[src/rtl/menu_pkg.sv]
// Shared menu constants: button ids, click-decoder FSM encoding and the default
// box geometry used by both the renderer and the click decoder.
package menu_pkg;

  typedef logic [1:0] btn_id_t;

  localparam btn_id_t BTN_NONE  = 2'd0;
  localparam btn_id_t BTN_PLAY  = 2'd1;
  localparam btn_id_t BTN_MULTI = 2'd2;
  localparam btn_id_t BTN_MENU  = 2'd3;

  localparam logic [1:0] ST_IDLE         = 2'd0;
  localparam logic [1:0] ST_ARMED        = 2'd1;
  localparam logic [1:0] ST_WAIT_RELEASE = 2'd2;
  localparam logic [1:0] ST_LOCKOUT      = 2'd3;

  localparam int DEF_PLAY_BOX_X_POS   = 432;
  localparam int DEF_PLAY_BOX_Y_POS   = 400;
  localparam int DEF_PLAY_BOX_X_SIZE  = 128;
  localparam int DEF_PLAY_BOX_Y_SIZE  = 80;
  localparam int DEF_MULTI_BOX_X_POS  = 432;
  localparam int DEF_MULTI_BOX_Y_POS  = 640;
  localparam int DEF_MULTI_BOX_X_SIZE = 128;
  localparam int DEF_MULTI_BOX_Y_SIZE = 80;
  localparam int DEF_MENU_BOX_X_POS   = 432;
  localparam int DEF_MENU_BOX_Y_POS   = 520;
  localparam int DEF_MENU_BOX_X_SIZE  = 128;
  localparam int DEF_MENU_BOX_Y_SIZE  = 80;

endpackage

[src/rtl/box_hit.sv]
// Combinational point-in-rectangle test gated by the box's display enable.
module box_hit #(
  parameter int X_POS  = 0,
  parameter int Y_POS  = 0,
  parameter int X_SIZE = 1,
  parameter int Y_SIZE = 1
) (
  input  logic [11:0] xpos,
  input  logic [11:0] ypos,
  input  logic        enable,
  output logic        hit
);

  // 13-bit compares so the far edge cannot wrap
  localparam logic [12:0] X_LO = 13'(X_POS);
  localparam logic [12:0] X_HI = 13'(X_POS + X_SIZE);
  localparam logic [12:0] Y_LO = 13'(Y_POS);
  localparam logic [12:0] Y_HI = 13'(Y_POS + Y_SIZE);

  logic [12:0] x_ext;
  logic [12:0] y_ext;

  assign x_ext = {1'b0, xpos};
  assign y_ext = {1'b0, ypos};

  assign hit = enable && (x_ext >= X_LO) && (x_ext < X_HI) &&
               (y_ext >= Y_LO) && (y_ext < Y_HI);

endmodule

[src/rtl/button_click_decoder.sv]
// Turns mouse position and left-button level into one-cycle click pulses for
// the visible PLAY, MULTI and MENU buttons.
module button_click_decoder
  import menu_pkg::*;
#(
  parameter int PLAY_BOX_X_POS   = DEF_PLAY_BOX_X_POS,
  parameter int PLAY_BOX_Y_POS   = DEF_PLAY_BOX_Y_POS,
  parameter int PLAY_BOX_X_SIZE  = DEF_PLAY_BOX_X_SIZE,
  parameter int PLAY_BOX_Y_SIZE  = DEF_PLAY_BOX_Y_SIZE,
  parameter int MULTI_BOX_X_POS  = DEF_MULTI_BOX_X_POS,
  parameter int MULTI_BOX_Y_POS  = DEF_MULTI_BOX_Y_POS,
  parameter int MULTI_BOX_X_SIZE = DEF_MULTI_BOX_X_SIZE,
  parameter int MULTI_BOX_Y_SIZE = DEF_MULTI_BOX_Y_SIZE,
  parameter int MENU_BOX_X_POS   = DEF_MENU_BOX_X_POS,
  parameter int MENU_BOX_Y_POS   = DEF_MENU_BOX_Y_POS,
  parameter int MENU_BOX_X_SIZE  = DEF_MENU_BOX_X_SIZE,
  parameter int MENU_BOX_Y_SIZE  = DEF_MENU_BOX_Y_SIZE,
  parameter int LOCKOUT_CYCLES   = 16
) (
  input  logic        clk,
  input  logic        rst,
  input  logic [11:0] xpos,
  input  logic [11:0] ypos,
  input  logic        mouse_left,
  input  logic        display_buttons_m_and_s,
  input  logic        display_menu_button,
  output logic        play_clicked,
  output logic        multi_clicked,
  output logic        menu_clicked,
  output logic [1:0]  hover_id,
  output logic        button_held
);

  logic    play_hit, multi_hit, menu_hit;
  btn_id_t hit_id_p0;
  logic    mouse_left_q;
  logic    press_edge, release_edge, armed_en;

  logic [1:0]  state_q, state_d;
  btn_id_t     armed_q, armed_d, click_d;
  logic [15:0] lock_q, lock_d;

  box_hit #(.X_POS(PLAY_BOX_X_POS), .Y_POS(PLAY_BOX_Y_POS),
            .X_SIZE(PLAY_BOX_X_SIZE), .Y_SIZE(PLAY_BOX_Y_SIZE)) u_play_hit (
    .xpos(xpos), .ypos(ypos), .enable(display_buttons_m_and_s), .hit(play_hit));

  box_hit #(.X_POS(MULTI_BOX_X_POS), .Y_POS(MULTI_BOX_Y_POS),
            .X_SIZE(MULTI_BOX_X_SIZE), .Y_SIZE(MULTI_BOX_Y_SIZE)) u_multi_hit (
    .xpos(xpos), .ypos(ypos), .enable(display_buttons_m_and_s), .hit(multi_hit));

  box_hit #(.X_POS(MENU_BOX_X_POS), .Y_POS(MENU_BOX_Y_POS),
            .X_SIZE(MENU_BOX_X_SIZE), .Y_SIZE(MENU_BOX_Y_SIZE)) u_menu_hit (
    .xpos(xpos), .ypos(ypos), .enable(display_menu_button), .hit(menu_hit));

  // Overlap priority: PLAY, then MENU, then MULTI
  always_comb begin
    hit_id_p0 = BTN_NONE;
    if (play_hit)       hit_id_p0 = BTN_PLAY;
    else if (menu_hit)  hit_id_p0 = BTN_MENU;
    else if (multi_hit) hit_id_p0 = BTN_MULTI;
  end

  assign press_edge   = mouse_left & ~mouse_left_q;
  assign release_edge = ~mouse_left & mouse_left_q;
  assign armed_en     = (armed_q == BTN_MENU) ? display_menu_button : display_buttons_m_and_s;
  assign button_held  = (state_q == ST_ARMED);

  always_comb begin
    state_d = state_q;
    armed_d = armed_q;
    lock_d  = lock_q;
    click_d = BTN_NONE;
    case (state_q)
      ST_IDLE: begin
        if (press_edge && hit_id_p0 != BTN_NONE) begin
          state_d = ST_ARMED;
          armed_d = hit_id_p0;
        end else if (mouse_left) begin
          state_d = ST_WAIT_RELEASE;
        end
      end
      ST_ARMED: begin
        // A button that vanished while held can never be clicked
        if (!armed_en) begin
          state_d = ST_WAIT_RELEASE;
          armed_d = BTN_NONE;
        end else if (release_edge) begin
          if (hit_id_p0 == armed_q) begin
            click_d = armed_q;
            lock_d  = 16'(LOCKOUT_CYCLES - 1);
            state_d = ST_LOCKOUT;
          end else begin
            state_d = ST_IDLE;
          end
          armed_d = BTN_NONE;
        end
      end
      ST_WAIT_RELEASE: begin
        if (!mouse_left) state_d = ST_IDLE;
      end
      ST_LOCKOUT: begin
        if (lock_q == 16'd0) state_d = mouse_left ? ST_WAIT_RELEASE : ST_IDLE;
        else                 lock_d  = lock_q - 16'd1;
      end
      default: state_d = ST_IDLE;
    endcase
  end

  // Reset leaves mouse_left_q high so a button held through reset is not a press
  always_ff @(posedge clk or negedge rst) begin
    if (!rst) begin
      state_q       <= ST_IDLE;
      armed_q       <= BTN_NONE;
      lock_q        <= 16'd0;
      mouse_left_q  <= 1'b1;
      hover_id      <= BTN_NONE;
      play_clicked  <= 1'b0;
      multi_clicked <= 1'b0;
      menu_clicked  <= 1'b0;
    end else begin
      state_q       <= state_d;
      armed_q       <= armed_d;
      lock_q        <= lock_d;
      mouse_left_q  <= mouse_left;
      hover_id      <= hit_id_p0;
      play_clicked  <= (click_d == BTN_PLAY);
      multi_clicked <= (click_d == BTN_MULTI);
      menu_clicked  <= (click_d == BTN_MENU);
    end
  end

endmodule
[config.mk]
export PLATFORM = sky130hd
export DESIGN_NAME = button_click_decoder
export DESIGN_NICKNAME = d
export VERILOG_FILES = /design/src/rtl/menu_pkg.sv /design/src/rtl/box_hit.sv /design/src/rtl/button_click_decoder.sv
export SDC_FILE = /design/constraint.sdc
export NUM_CORES = 1
export LEC_CHECK = 0
export BUFFER_PORTS_ARGS = -buffer_cell sky130_fd_sc_hd__buf_4
export CELL_PAD_IN_SITES_DETAIL_PLACEMENT = 1
export CELL_PAD_IN_SITES_GLOBAL_PLACEMENT = 1
export CORE_MARGIN = 3
export CORE_UTILIZATION = 42
export CTS_BUF_LIST = sky130_fd_sc_hd__clkbuf_2 sky130_fd_sc_hd__clkbuf_4 sky130_fd_sc_hd__clkbuf_8
export DETAILED_ROUTE_END_ITERATION = 7
export PLACE_DENSITY = 0.8
export SLEW_MARGIN = 20
export SYNTH_ARGS = -nofsm -noshare
export SYNTH_HDL_FRONTEND = slang
export SYNTH_SLANG_ARGS = --single-unit
[constraint.sdc]
create_clock -name clk -period 2.6 [get_ports clk]
set_input_delay 0.52 -clock clk [delete_from_list [all_inputs] [get_ports clk]]
set_output_delay 0.52 -clock clk [all_outputs]
set_load 0.05 [all_outputs]
==> flow_summary_export.csv, run 1 <==
group,metric,value,unit
status,outcome,"completed",
global_routing,grt_overflow_total,0,
place,dpl.hpwl,3460,um
clock_network,htree_levels,1,
floorplanning,core_area,3490,sq um
drt,via_count,1487,
power_and_ir_drop,vdd_drop_max,0.316,mV
finish,n_antenna_cell,0,
yosys,synth_edf_count,0,
clock_network,cts_setup_buffers,0,
global_routing,grt_pass1_wl,7330,um
worst_setup_path,critPathLaunchType,"register",
timing,setup_tns,0,ns
timing,clock_skew,0.00503,ns
place,portBuffers,27,
yosys,synth.distinct_cells,52,
clock_network,cts_hold_buf,0,
timing,max_freq,0.420,GHz
yosys,yosys_warnings,0,
finish,final_area,1960,sq um
finish,final_nets,238,
yosys,synthArstFlopShare,100,%
worst_setup_path,required,2.77,ns
clock_network,root_buffer,"clkbuf_8",
floorplanning,rows,21,
worst_setup_path,critPathCaptureType,"register",
drt,viasPerCell,5.88,
global_routing,grt_util_all_layers,21.0,%
timing,rsz0062_at_grt,"false",
timing,fin_crit_sh,91.6,%
finish,multi_input_area,898,sq um
place,placement.setup.worst_slack,0.00243,ns
timing,worst_slew_pin_slew,0.801,ns
drt,drtAntennaViolNets,0,
finish,layout.cells.non_filler,253,
finish,final_util,56.1,%
drt,drc,0,
power_and_ir_drop,power_density,574,nW/um^2
yosys,ys_seq_area_share,41.2,%
clock_network,ctsResizeCount,0,
finish,nFillCells,405,
drt,wl_per_cell,17.2,um
timing,fin_crit,2.38,ns
global_routing,antenna_found_initial,0,
clock_network,numCtsBuffers,3,
floorplanning,initial_core_util,45.3,%
finish,drive_gt1_share,27.5,%
global_routing,grt_pass1_vias,1577,
yosys,synth_ff_type,"dfrtp_1",
drt,drtIter0Drc,32,
finish,areaGrowthSynthToFinish,23.8,%
timing,finalSetupViolCount,0,
drt,drt_wl_total,4340,um
place,dpl_cell_area,1890,sq um
floorplanning,ioPinCount,35,
clock_network,clkTransAtPathRegs,0.10,ns
yosys,synth_cells,171,
power_and_ir_drop,p_leak,0.861,nW
place,place_congestion,0.878,
timing,drv_slew,0,
drt,dr.pass1.iters,4,
clock_network,clock_path_buffers,2,
worst_setup_path,worstSetupPathType,"register to register",
worst_setup_path,cp.arrival,2.55,ns
yosys,synthesis.area,1580,sq um
run,drv_cap,0,
worst_setup_path,critPathMaxFanout,9,
worst_hold_path,hp-class,"input pin to asynchronous set/reset pin",
finish,seq_area,652,sq um
yosys,avgSynthCellArea,9.26,sq um
clock_network,cts_tree,"built",
timing,slew_headroom,46.3,%
yosys,synth_seq_cells,26,
floorplanning,dieArea,4540,sq um
clock_network,clock_latency,0.27,ns
global_routing,grt_max_degree,27,
floorplanning,die_h,67.4,um
timing,timing.final.ws_setup,0.220,ns
place,dpl.cell_count,249,
clock_network,cts.sinks,26,
yosys,syn_nets,201,
floorplanning,dieWidth,67.4,um
timing,finalHoldViolCount,0,
## cell usage in the layout (no fill, tap or decap), types with 2 or more instances in the layout
cell,netlist,layout
nor3_1,8,8
o2111ai_1,2,2
nand4b_1,2,2
mux2i_1,3,3
xor2_1,6,6
a31oi_1,3,3
nand3b_1,2,2
nor4_1,2,2
buf_4,0,34
a21oi_1,17,17
clkbuf_8,0,3
nor4b_1,2,2
or4_1,2,2
o21ai_0,10,10
nor2_1,16,16
dfrtp_1,25,25
nand2_1,13,13
nand3_1,11,11
a21boi_0,2,2
nand4_1,3,3
a31o_2,2,2
inv_1,7,7
## cells in the mapped netlist (all sizes together) (3+ instances only)
cell type / instances / area (sq um)
or3: 3 / 25.0
nand2: 13 / 48.8
or4: 3 / 26.3
a31o: 3 / 35.0
xor2: 6 / 52.6
a31oi: 3 / 18.8
dfrtp: 25 / 626
mux2i: 3 / 30.0
inv: 7 / 26.3
a21oi: 17 / 85.1
nand4: 3 / 18.8
nor3: 8 / 40.0
nor4: 3 / 25.0
nand3: 11 / 55.1
nor2: 16 / 60.1
o21ai: 10 / 50.1
## state kept, by name, indices dropped and copies added, names as in the netlist
name	flops
armed_q	2
hover_id	2
lock_q	16
menu_clicked	1
mouse_left_q	1
multi_clicked	1
play_clicked	1
state_q	2
## worst paths after layout
| path | start | to | slack, ns | cells after the start |
|---|---|---|---|---|
| setup / recovery | lock_q[0]$_DFFE_PN0P_ | lock_q[9]$_DFFE_PN0P_ | 0.22 | 7 |
| hold / removal | rst | lock_q[5]$_DFFE_PN0P_ | 0.14 | 1 |
| setup reg to reg | lock_q[0]$_DFFE_PN0P_ | lock_q[9]$_DFFE_PN0P_ | 0.22 | 7 |
| hold reg to reg | lock_q[14]$_DFFE_PN0P_ | lock_q[14]$_DFFE_PN0P_ | 0.51 | 1 |
| max in group asynchronous | rst | mouse_left_q$_DFF_PN1_ | 2.15 | 1 |
| min in group clk | mouse_left | mouse_left_q$_DFF_PN1_ | 0.39 | 1 |
## area by class of cell
cell class,count,area share [%]
sequential,26,33.2
clock inverter,1,1.53
clock buffer,3,2.11
timing repair buffer,34,13.0
tap,46,2.94
multi-input combinational,136,45.8
inverter,7,1.34
## routing by layer
layer	track usage, %	vias to the layer above	routed length [um]	part of all wire [%]
li1	-	719	-	-
met1	24.7	717	1810	42
met4	6.33	0	82	1.9
met2	39.5	42	2290	53
met3	2.50	9	149	3.4
met5	0	-	0	0
## where the power goes
group | internal [mW] | switching (mW)
Combinational | 0.116 | 0.122
Sequential | 0.471 | 0.0745
Clock | 0.206 | 0.136
Total | 0.793 | 0.333
## stage by stage
step           hold WS [ns]  total power [mW]
2_1_floorplan         0.224             0.697
3_3_place_gp          0.446             0.768
3_5_place_dp          0.454             0.791
4_1_cts               0.153              1.13
5_1_grt               0.160              1.19
6_report              0.141              1.13
## worst max-delay path, cell delays in order (launching register included)
cell	delay (ns)
dfrtp_1	0.42
inv_1	0.07
ha_1	0.27
and3b_1	0.23
a31oi_1	0.59
nor2_1	0.19
a31o_4	0.28
a22o_1	0.22
## cells by family (layout without fill, tap and decap cells)
logic type                 Yosys count  after routing  share of synthesized area, %
and+or+nand+nor                     76             76                          27.4
DFF                                 26             26                          41.2
xor gates and xnor gates             7              7                          3.87
adders and majority gates            1              1                         0.790
muxes                                4              4                          2.61
AOI/OAI and AO/OA                   48             48                          22.0
buffers and inverters                9             45                          2.13
Note: power is estimated with default switching activity, not from simulation.
==> run 2, diff against run 1 <==
--- a/config.mk
+++ b/config.mk
@@ -13,6 +13,7 @@
 export CTS_BUF_LIST = sky130_fd_sc_hd__clkbuf_2 sky130_fd_sc_hd__clkbuf_4 sky130_fd_sc_hd__clkbuf_8
 export DETAILED_ROUTE_END_ITERATION = 7
 export PLACE_DENSITY = 0.8
+export RECOVER_POWER = 25
 export SLEW_MARGIN = 20
 export SYNTH_ARGS = -nofsm -noshare
 export SYNTH_HDL_FRONTEND = slang
==> constraint.sdc (replaced) <==
create_clock -name clk -period 2.4 [get_ports clk]
set_input_delay 0.48 -clock clk [delete_from_list [all_inputs] [get_ports clk]]
set_output_delay 0.48 -clock clk [all_outputs]
set_load 0.02 [all_outputs]
==> flow_summary_export.csv, run 2 (synthesis results as in run 1) <==
group,metric,value,unit
clock_network,clkTransAtPathRegs,0.09,ns
clock_network,clock_latency,0.28,ns
global_routing,grt_pass1_vias,1690,
place,place_congestion,0.903,
floorplanning,dieArea,4540,sq um
floorplanning,rows,21,
finish,final_common_cell,"buf_4",
finish,top_register,"lock_q",
timing,rsz0062_at_grt,"false",
floorplanning,dieWidth,67.4,um
drt,drt_wl_total,4430,um
timing,finalHoldViolCount,0,
finish,final_cell_mix,"buf_4, dfrtp_1, a21oi_1, nor2_1, nand2_1",
place,dpl.hpwl,3520,um
clock_network,numCtsBuffers,3,
worst_setup_path,critPathMaxFanout,5,
clock_network,root_buffer,"clkbuf_8",
run,drv_cap,0,
timing,fin_hold_ws,0.411,ns
worst_setup_path,critPathLaunchType,"input pin",
finish,final_nets,249,
clock_network,htree_levels,1,
worst_setup_path,required,2.57,ns
global_routing,grt_max_degree,27,
timing,worst_slew_pin_slew,1.44,ns
drt,wl_per_cell,16.8,um
drt,drtAntennaViolNets,0,
finish,final_area,2020,sq um
power_and_ir_drop,vdd_drop_max,0.351,mV
power_and_ir_drop,p_leak,0.900,nW
worst_setup_path,cp_num_buf_inv,1,
worst_setup_path,cp_slowest_cell,"or4_4",
floorplanning,core_area,3490,sq um
clock_network,cts.sinks,26,
finish,seq_area,652,sq um
global_routing,grt_overflow_total,0,
global_routing,grt_util_all_layers,21.9,%
status,outcome,"completed",
drt,drtIter0Drc,91,
finish,nFillCells,422,
worst_setup_path,critPathMaxStageDelay,0.53,ns
global_routing,grt_pass1_wl,7510,um
floorplanning,ioPinCount,35,
global_routing,antenna_found_initial,0,
drt,drc,0,
finish,multi_input_area,907,sq um
floorplanning,initial_core_util,45.3,%
place,portBuffers,27,
timing,clock_skew,0.00686,ns
finish,n_antenna_cell,0,
floorplanning,die_h,67.4,um
timing,drv_slew,0,
timing,finalSetupViolCount,0,
worst_setup_path,critPathCaptureType,"register",
drt,via_count,1560,
worst_hold_path,hp-class,"input pin to register",
worst_setup_path,cp_cell_sequence,"buf_4 > or3b_2 > mux2i_1 > a21oi_1 > or4_4 > a31o_4 > a22o_1",
worst_setup_path,worstSetupPathType,"input pin to register",
timing,fin_crit,2.28,ns
timing,max_freq,0.439,GHz
worst_setup_path,cp.arrival,2.45,ns
drt,dr.pass1.iters,4,
clock_network,cts_hold_buf,0,
place,dpl_cell_area,1970,sq um
worst_setup_path,cp_top_family,"simple AND/OR/NAND/NOR gates",
clock_network,cts_tree,"built",
power_and_ir_drop,power_density,574,nW/um^2
clock_network,clock_path_buffers,2,
timing,slew_headroom,3.77,%
finish,largest_reg_flops,16,
finish,areaGrowthSynthToFinish,27.6,%
timing,fin_crit_sh,95.0,%
drt,viasPerCell,5.91,
finish,drive_gt1_share,31.2,%
[run 2: cell types whose count changed in the layout (fill, tap and decap cells not counted), sizes merged]
| cell | previous run | this run |
|---|---|---|
| buf | 34 | 43 |
| clkbuf | 3 | 6 |
| bufinv | 1 | 0 |
[run 2: timing repair]
action | in CTS | in global routing
endpoints found under the setup margin | 0 | 9
resized for setup | 0 | 2
setup buffers | 0 | 0
[run 2: layer usage]
| layer | wire length (um) | GRT usage, % |
|---|---|---|
| met2 | 2390 | 40.9 |
| met5 | 0 | 0 |
| met3 | 131 | 3.49 |
| met1 | 1820 | 24.0 |
| met4 | 89 | 9.87 |
[run 2: power breakdown]
group | internal (mW) | total (mW) | leakage, nW | switching [mW]
registers | 0.510 | 0.593 | 0.327 | 0.0829
logic | 0.151 | 0.294 | 0.547 | 0.143
clock network | 0.130 | 0.274 | 0.0262 | 0.143
[run 2: area by class of cell]
class | instances | area share, %
clock buffers | 4 | 2.41
inverters | 7 | 1.30
multi-input cells | 136 | 44.9
flip-flops and latches | 26 | 32.2
well taps | 46 | 2.85
repair buffers | 45 | 16.3
[run 2: metrics by stage]
step           utilization [%]  setup WS, ns  power [mW]  TNS (ns)  cells
2_1_floorplan                -        0.0610       0.755         0    171
3_3_place_gp              56.4       -0.0896       0.868    -0.216    260
3_5_place_dp              56.4        -0.174       0.891    -0.935    260
4_1_cts                   57.8         0.108        1.17         0    264
5_1_grt                   57.9        0.0586        1.23         0    264
6_report                  57.9         0.120        1.16         0    264
[run 2: path summary, 6_finish.rpt]
check,from,endpoint,slack [ns],depth (start not counted)
worst max-delay path,xpos[7],lock_q[9]$_DFFE_PN0P_,0.12,7
min in group asynchronous,rst,lock_q[5]$_DFFE_PN0P_,0.52,1
worst min register to register,lock_q[14]$_DFFE_PN0P_,lock_q[14]$_DFFE_PN0P_,0.52,1
worst min-delay path,mouse_left,mouse_left_q$_DFF_PN1_,0.41,1
worst max register to register,lock_q[9]$_DFFE_PN0P_,lock_q[15]$_DFFE_PN0P_,0.16,6
max in group asynchronous,rst,armed_q[1]$_DFFE_PN0P_,1.03,1
